### config.mk
export PLATFORM = sky130hd
export DESIGN_NAME = sha1_ctrl
export DESIGN_NICKNAME = d
export VERILOG_FILES = /design/src/rtl/sha1_pkg.sv /design/src/rtl/sha1_block.sv /design/src/rtl/sha1_ctrl.sv
export SDC_FILE = /design/constraint.sdc
export NUM_CORES = 2
export LEC_CHECK = 0
export ABC_AREA = 1
export BUFFER_PORTS_ARGS = -buffer_cell sky130_fd_sc_hd__buf_2
export CAP_MARGIN = 20
export CORE_MARGIN = 5
export CORE_UTILIZATION = 53
export CTS_CLUSTER_DIAMETER = 50
export DETAILED_ROUTE_END_ITERATION = 7
export PLACE_DENSITY = 0.72
export SYNTH_ARGS = -nofsm -noshare
export SYNTH_HDL_FRONTEND = slang
export SYNTH_HIERARCHICAL = 1
export SYNTH_SLANG_ARGS = --single-unit
### constraint.sdc
create_clock -name clk -period 31.6 [get_ports clk]
set_input_delay 3.16 -clock clk [delete_from_list [all_inputs] [get_ports clk]]
set_output_delay 3.16 -clock clk [all_outputs]
set_load 0.05 [all_outputs]
### src/rtl/sha1_pkg.sv
// Shared types and constants for the SHA-1 block controller and its compression core.
package sha1_pkg;

    localparam int unsigned BLOCK_W     = 512;
    localparam int unsigned DIGEST_W    = 160;
    localparam int unsigned SHA1_ROUNDS = 80;

    localparam logic [DIGEST_W-1:0] SHA1_IV =
        160'h67452301EFCDAB8998BADCFE10325476C3D2E1F0;

    typedef logic [BLOCK_W-1:0]  block_t;
    typedef logic [DIGEST_W-1:0] digest_t;

    typedef enum logic [1:0] {IDLE, START, RUN, OUT} state_e;

    function automatic logic [31:0] rotl(input logic [31:0] x, input int unsigned n);
        return (x << n) | (x >> (32 - n));
    endfunction

endpackage

### src/rtl/sha1_block.sv
// Iterative SHA-1 compression: one round per cycle after start; the context add is combinational.
module sha1_block
    import sha1_pkg::*;
(
    input  logic    clk,
    input  logic    start_i,
    input  digest_t context_i,
    input  block_t  block_i,
    output logic    done_o,
    output digest_t context_c_o
);

    localparam int unsigned CNT_W = 7;

    logic [CNT_W-1:0] cnt_q;
    logic             done_q;
    logic [31:0]      a_q, b_q, c_q, d_q, e_q;
    logic [31:0]      w_q [16];
    logic [31:0]      wt, f, k, tmp;

    // Round function; the 16-word window holds W[t-16..t-1] once the schedule is running
    always_comb begin
        wt = w_q[0];
        if (cnt_q >= CNT_W'(16)) wt = rotl(w_q[13] ^ w_q[8] ^ w_q[2] ^ w_q[0], 1);
        f = b_q ^ c_q ^ d_q;
        k = 32'hCA62C1D6;
        if (cnt_q < CNT_W'(20)) begin
            f = (b_q & c_q) | (~b_q & d_q);
            k = 32'h5A827999;
        end else if (cnt_q < CNT_W'(40)) begin
            k = 32'h6ED9EBA1;
        end else if (cnt_q < CNT_W'(60)) begin
            f = (b_q & c_q) | (b_q & d_q) | (c_q & d_q);
            k = 32'h8F1BBCDC;
        end
        tmp = rotl(a_q, 5) + f + e_q + k + wt;
    end

    // Counter free-runs and wraps, so done re-asserts every 128 cycles after a run
    always_ff @(posedge clk) begin
        if (start_i) begin
            cnt_q  <= '0;
            done_q <= 1'b0;
            a_q    <= context_i[159:128];
            b_q    <= context_i[127:96];
            c_q    <= context_i[95:64];
            d_q    <= context_i[63:32];
            e_q    <= context_i[31:0];
            for (int i = 0; i < 16; i++) w_q[i] <= block_i[BLOCK_W-1-32*i -: 32];
        end else begin
            cnt_q  <= cnt_q + CNT_W'(1);
            done_q <= (cnt_q == CNT_W'(SHA1_ROUNDS - 1));
            if (cnt_q < CNT_W'(SHA1_ROUNDS)) begin
                e_q <= d_q;
                d_q <= c_q;
                c_q <= rotl(b_q, 30);
                b_q <= a_q;
                a_q <= tmp;
                for (int i = 0; i < 15; i++) w_q[i] <= w_q[i+1];
                w_q[15] <= wt;
            end
        end
    end

    assign done_o      = done_q;
    assign context_c_o = {a_q + context_i[159:128], b_q + context_i[127:96],
                          c_q + context_i[95:64],   d_q + context_i[63:32],
                          e_q + context_i[31:0]};

endmodule

### src/rtl/sha1_ctrl.sv
// Block sequencer around sha1_block: accepts padded blocks, chains context, emits the final digest.
module sha1_ctrl
    import sha1_pkg::*;
#(
    parameter digest_t     IV      = SHA1_IV,
    parameter int unsigned TIMEOUT = 100
) (
    input  logic    clk,
    input  logic    rst_n,
    input  logic    blk_valid,
    output logic    blk_ready,
    input  block_t  blk_data,
    input  logic    blk_first,
    input  logic    blk_last,
    input  logic    abort,
    output logic    dig_valid,
    input  logic    dig_ready,
    output digest_t digest,
    output logic    busy,
    output logic    error
);

    localparam int unsigned TMO_W = $clog2(TIMEOUT) + 1;

    state_e           state_q, state_d;
    digest_t          ctx_q, ctx_d, digest_q, digest_d;
    block_t           blk_q, blk_d;
    logic [TMO_W-1:0] tmo_q, tmo_d;
    logic             last_q, last_d, chain_q, chain_d, start_q, start_d;
    logic             dig_valid_q, dig_valid_d, error_q, error_d;
    logic             busy_q, busy_d, blk_ready_q, blk_ready_d;
    logic             core_done;
    digest_t          core_ctx_c;

    sha1_block u_core (
        .clk         (clk),
        .start_i     (start_q),
        .context_i   (ctx_q),
        .block_i     (blk_q),
        .done_o      (core_done),
        .context_c_o (core_ctx_c)
    );

    always_ff @(posedge clk or negedge rst_n) begin
        if (!rst_n) begin
            state_q     <= IDLE;
            ctx_q       <= IV;
            blk_q       <= '0;
            last_q      <= 1'b0;
            chain_q     <= 1'b0;
            start_q     <= 1'b0;
            tmo_q       <= '0;
            dig_valid_q <= 1'b0;
            digest_q    <= '0;
            error_q     <= 1'b0;
            busy_q      <= 1'b0;
            blk_ready_q <= 1'b1;
        end else begin
            state_q     <= state_d;
            ctx_q       <= ctx_d;
            blk_q       <= blk_d;
            last_q      <= last_d;
            chain_q     <= chain_d;
            start_q     <= start_d;
            tmo_q       <= tmo_d;
            dig_valid_q <= dig_valid_d;
            digest_q    <= digest_d;
            error_q     <= error_d;
            busy_q      <= busy_d;
            blk_ready_q <= blk_ready_d;
        end
    end

    always_comb begin
        state_d     = state_q;
        ctx_d       = ctx_q;
        blk_d       = blk_q;
        last_d      = last_q;
        chain_d     = chain_q;
        start_d     = 1'b0;
        tmo_d       = tmo_q;
        dig_valid_d = dig_valid_q;
        digest_d    = digest_q;
        error_d     = error_q;
        blk_ready_d = blk_ready_q;

        if (abort) begin
            state_d     = IDLE;
            dig_valid_d = 1'b0;
            chain_d     = 1'b0;
            ctx_d       = IV;
            error_d     = 1'b0;
            blk_ready_d = 1'b1;
        end else begin
            unique case (state_q)
                IDLE: begin
                    if (blk_valid && blk_ready_q) begin
                        blk_d  = blk_data;
                        last_d = blk_last;
                        // A continuation block with no open chain is a protocol error; restart from IV
                        if (blk_first || !chain_q) ctx_d = IV;
                        if (!blk_first && !chain_q) error_d = 1'b1;
                        chain_d     = 1'b1;
                        start_d     = 1'b1;
                        blk_ready_d = 1'b0;
                        state_d     = START;
                    end
                end
                START: begin
                    tmo_d   = '0;
                    state_d = RUN;
                end
                RUN: begin
                    tmo_d = tmo_q + TMO_W'(1);
                    if (core_done) begin
                        ctx_d = core_ctx_c;
                        if (last_q) begin
                            digest_d    = core_ctx_c;
                            dig_valid_d = 1'b1;
                            chain_d     = 1'b0;
                            state_d     = OUT;
                        end else begin
                            blk_ready_d = 1'b1;
                            state_d     = IDLE;
                        end
                    end else if (tmo_q == TMO_W'(TIMEOUT - 1)) begin
                        error_d     = 1'b1;
                        chain_d     = 1'b0;
                        ctx_d       = IV;
                        blk_ready_d = 1'b1;
                        state_d     = IDLE;
                    end
                end
                OUT: begin
                    if (dig_valid_q && dig_ready) begin
                        dig_valid_d = 1'b0;
                        blk_ready_d = 1'b1;
                        state_d     = IDLE;
                    end
                end
                default: state_d = IDLE;
            endcase
        end

        busy_d = (state_d != IDLE) || chain_d;
    end

    // Handshakes are suppressed in the abort cycle
    assign blk_ready = blk_ready_q & ~abort;
    assign dig_valid = dig_valid_q & ~abort;
    assign digest    = digest_q;
    assign busy      = busy_q;
    assign error     = error_q;

endmodule
======== Word-level counts from Yosys, hierarchy flattened ========
Memory sizes are Yosys's and may differ from the RTL's.
Index checks and enable logic that the tools add are counted.
word-level totals
  register bits after elaboration ......... 1017
  memory bits (writable) .................. 512
  input bits .............................. 519
  output and inout port bits .............. 164
  logic and storage cells ................. 185
  memories kept ........................... 1
memory list
  memory      words  bits a word  rd ports  clocked after Yosys merged registers in  write ports  line              text
  u_core.w_q  16     32           16        0                                        16           sha1_block.sv:18  logic [31:0] w_q [16];
cells by class
  add/sub/neg operators ................... 11
  $lt $le $gt $ge ......................... 5
  eq/ne operators ......................... 15
  mux-type cells .......................... 78
  bitwise operators ....................... 35
  reduce and logical (&&, ||, !) cells .... 21
operators by type and width
  kind                                                         count
  two-way mux 32 bit                                           32
  two-way mux 160 bit                                          5
  one-hot mux 160 bit (2 select lines)                         1
  adder 32 bit                                                 9
  bitwise XOR 32 bit                                           5
  AND 32 bit                                                   4
  OR 32 bit                                                    3
  NOT 32 bit                                                   1
  OR 32 x 1 -> 32 bit                                          1
  OR 32 x 30 -> 32 bit                                         1
  OR 32 x 5 -> 32 bit                                          1
  two-way mux 31 bit                                           1
  two-way mux 1 bit                                            27
  != test 3 bit (second input constant)                        7
  OR 1 bit                                                     16
  one-hot mux 8 bit (2 select lines)                           1
  less-than comparator 7 x 6 -> 1 bit (second input constant)  2
  two-way mux 2 bit                                            6
  AND reduction 4 bit                                          3
  AND reduction 5 bit                                          2
  adder 8 x 1 -> 8 bit (second input constant)                 1
  == test 8 x 7 -> 1 bit (second input constant)               1
  one-hot mux 2 bit (4 select lines)                           1
  adder 7 x 1 -> 7 bit (second input constant)                 1
  other kinds (22)                                             33

======== Depth between registers and ports, before layout ========
  depth after elaboration ................. 12
  depth in mapped cells ................... 28
  gate-level depth less buffers ........... 28

======== By module ========
Netlist, hierarchy kept.
by module, submodules not included
  module      instances  cells each  area each (um^2)  seq. area each (um^2)
  sha1_block  1          4835        45229.6           20339.5
  sha1_ctrl   1          3672        32576.2           21346.7

======== Least setup slack after synthesis ========
No wires, ideal clock.
  path type ............................... register -> register
  from .................................... register start_q
  to ...................................... register u_core.a_q[0], enable pin
  setup time .............................. 6386 ps
  data arrival time ....................... 15564 ps
  data required time ...................... 25214 ps
  setup slack ............................. 9651 ps
  stages on the path, launching flop included .. 4
  buffers on the path ..................... 1
  clock period less this slack ............ 21949 ps
  path through ............................ dfrtp_1 -> inv_2 -> clkbuf_1 -> nand3_1
on the way
  cells in the longest elaborated chain, start to end .. 1
RTL lines
  element                              line              text
  start: declaration                   sha1_ctrl.sv:29   logic last_q, last_d, chain_q, chain_d, start_q, start_d;
  start signal: assignment             sha1_ctrl.sv:64   start_q <= start_d;
  nonzero test 2 bit (no source line)  -
  end signal: assignment               sha1_block.sv:44  a_q <= context_i[159:128];
  end signal: assignment               sha1_block.sv:58  a_q <= tmp;
  end: declaration                     sha1_block.sv:17  logic [31:0] a_q, b_q, c_q, d_q, e_q;
No other way between the ends.
A chain may end at the register's enable or synchronous reset.

======== Worst setup path in the final report ========
  from .................................... input port abort
  to ...................................... output port blk_ready
on the way
  cells in the longest elaborated chain, start to end .. 2
RTL lines
  element                     line              text
  start: declaration          sha1_ctrl.sv:15   input logic abort,
  NOT 1 bit (no source line)  -
  AND 1 bit                   sha1_ctrl.sv:149  assign blk_ready = blk_ready_q & ~abort;
  end: declaration            sha1_ctrl.sv:11   output logic blk_ready,
No other way between the ends.

==> results.tsv <==
metric	value	unit
Post-synth EDFFs	672	
Hold Crit Class	flop to flop	
share of cells above drive strength 1	15.5	%
H-tree Lvls	4	
DRC viols	0	
vias	62400	
Distinct cells, synth	58	
cell mode on critical path	buf_2	
starting density of the core	53.4	%
Async SR Flop Fraction	55.5	%
Hold Crit Start	tmo_q[7]	
largest net degree at the start of global routing	206	
Clock Tree Buf Depth	3	
final hold viol count	0	
CTS sink cnt	1529	
Synth Warn #	6	
crit-path cells	buf_2 > nor2_1 > buf_2	
die width	393	um
Fill cells	12500	
fin crit period	6900	ps
global-route wire length before repair	381000	um
initial antenna violation count	18	
Setup crit start kind	primary input	
Antenna Nets Post-Route	0	
Iter 0 DRT Violations	7326	
post-synthesis register bit count	1529	
Seq/Total Area, Yosys	53.6	%
core box area	146000	sq um
die footprint	155000	sq um
global route total overflow	0	
Hold Crit Depth	1	
Via-to-Cell Ratio	5.59	
reg2reg path depth	22	
share of the synthesized area in the top cell type	25.9	%
slew margin rel.	18.9	%
vias in the first global route	59600	
final WL	262000	um
Peak Freq	145	MHz
Worst Hold End	tmo_q[7]	
Setup TNS	0	ps
Final GP Congestion	0.945	
reg2reg end	u_core/a_q[19]	
RR Startpoint	u_core/cnt_q[6]	
slowest stage delay, CP	270	ps
row cnt	140	
Mean Syn Cell Area	9.15	sq um
r2r setup slk	25660	ps
Syn Nets	9351	
Post-CTS Hold Fix Bufs	0	
GRT Util Overall	33.3	%
Least-Margin Pin Slew	1220	ps
Worst-Skew Late Latency	840	ps
CTS Root Cell	clkbuf_16	
# setup viols final	0	
status	finished clean	
io pins	683	
Worst EP arrival	3740	ps
CTS tree	built	
Setup crit end kind	output pin	
period utilization	21.8	%
peak fanout along the critical path	9	
Post-Syn Area	77800	sq um
post_cts resized	0	
MaxCap Viol Count	0	
Final HPWL DP	197000	um
Primary FF master, synth	dfrtp_1	
Critical Path RT	28440	ps
fin nets	9937	
Critical-path top delay cell	buf_2	
die height	393	um
port buffer count	682	
clk_skew	64.7	ps
TritonRoute pass-1 iters	6	
unrepaired setup endpoints after global routing	no	
CTS buffer count	176	
Synth Instances	8507	
Synth area leader	edfxtp_1	
Clock Pin Slew Worst Setup and Hold Paths	60	ps
Worst Setup Path Type	primary input to output pin	
top cells by area, synth	edfxtp_1, dfrtp_1, nand2_1, mux2_2, fa_1	
drt wl/cell	23.5	um
Area Overhead vs Synth	13.7	%
number of setup buffers added after CTS	0	
max-slew violations	0	
[cell usage after synthesis (5+ instances only)]
master,n
nand2_1,3769
dfrtp_1,768
edfxtp_1,672
inv_1,507
nor2_1,388
o21ai_0,383
mux2_2,260
a21oi_1,232
ha_1,200
nand3_1,169
clkbuf_1,156
fa_1,125
xnor2_1,125
xor2_1,106
dfstp_2,81
buf_2,77
buf_4,65
mux2_1,58
nor3_1,36
o21ai_1,36
nand4_1,33
buf_6,26
a31oi_1,22
a21o_1,19
o21bai_1,19
o211ai_1,17
o221ai_1,14
o21a_1,13
a21boi_0,12
nand3b_1,12
inv_2,11
or2_2,10
dfxtp_1,8
nor4_1,7
a211oi_1,6
o21ai_2,5
or2_0,5
[logic make-up after synthesis]
family | synth area share, %
compound gates | 5.75
xor+xnor | 2.60
fa+ha+maj | 6.43
buf+inv | 4.77
flops | 53.6
mux | 4.60
simple gates | 22.3
[area by class of cell]
class                   instances  area, sq um  area share, %
multi-input cells            6132        32500           36.7
clock inverters               101         1140           1.29
flip-flops and latches       1529        41700           47.1
inverters                     518         1960           2.22
well taps                    1917         2400           2.71
clock buffers                 232         4890           5.53
repair buffers                736         3920           4.43
diodes                          4         10.0         0.0113
[worst max-delay path, delay by kind of cell]
| kind | cells | cell delay (ps) |
|---|---|---|
| buffers and inverters | 2 | 450 |
| AND/OR/NAND/NOR | 1 | 130 |
[worst max path at each step]
stage | cells past startpoint | end | start
after detailed placement | 10 | ctx_q[129] | abort
after global routing | 3 | blk_ready | abort
final | 3 | blk_ready | abort
after CTS | 3 | blk_ready | abort
after global placement | 3 | dig_valid | abort
after floorplan | 3 | u_core/a_q[0] | start_q
[per-layer routing]
layer	vias up	part of all wire [%]	track usage [%]
met5	-	0.022	0
met4	8	4.1	12.5
met3	457	9.6	6.98
met2	2955	43	48.3
met1	30400	43	49.5
li1	28700	-	-
[per-stage QoR]
stage          std cells  instance area, sq um  hold slack (ps)  worst slack (ps)  utilization, %
6_report           11200                 88500              460             24700            60.7
5_1_grt            11200                 88500              478             24670            60.7
4_1_cts            11200                 88400              462             24700            60.7
3_5_place_dp       10800                 82400              453             24690            56.5
3_3_place_gp       10800                 82400              440             24710            56.5
2_1_floorplan       8507                 77800              430              9650               -
[layout by cell type, fill, tap and decap left out, types with 30 or more instances in the layout]
| cell type | count |
|---|---|
| nand3_1 | 168 |
| a21oi_1 | 232 |
| fa_1 | 125 |
| nor2_1 | 388 |
| o21ai_0 | 381 |
| xnor2_1 | 125 |
| o21ai_1 | 38 |
| xor2_1 | 106 |
| nand2_1 | 3768 |
| dfrtp_1 | 767 |
| buf_4 | 47 |
| clkbuf_1 | 30 |
| nand4_1 | 33 |
| inv_1 | 507 |
| dfstp_2 | 81 |
| clkinv_2 | 33 |
| mux2_2 | 260 |
| buf_2 | 681 |
| mux2_1 | 58 |
| nor3_1 | 36 |
| ha_1 | 200 |
| edfxtp_1 | 672 |
| clkbuf_16 | 178 |
[flip-flops by register name, indices dropped and copies added, names as in the netlist, 160 cells and up]
register / count
blk_q: 512
u_core/w_q: 512
ctx_q: 160
digest: 160
Power is not shown: default switching activity piles up to over one toggle a cycle in this logic, so the estimate is an artifact.
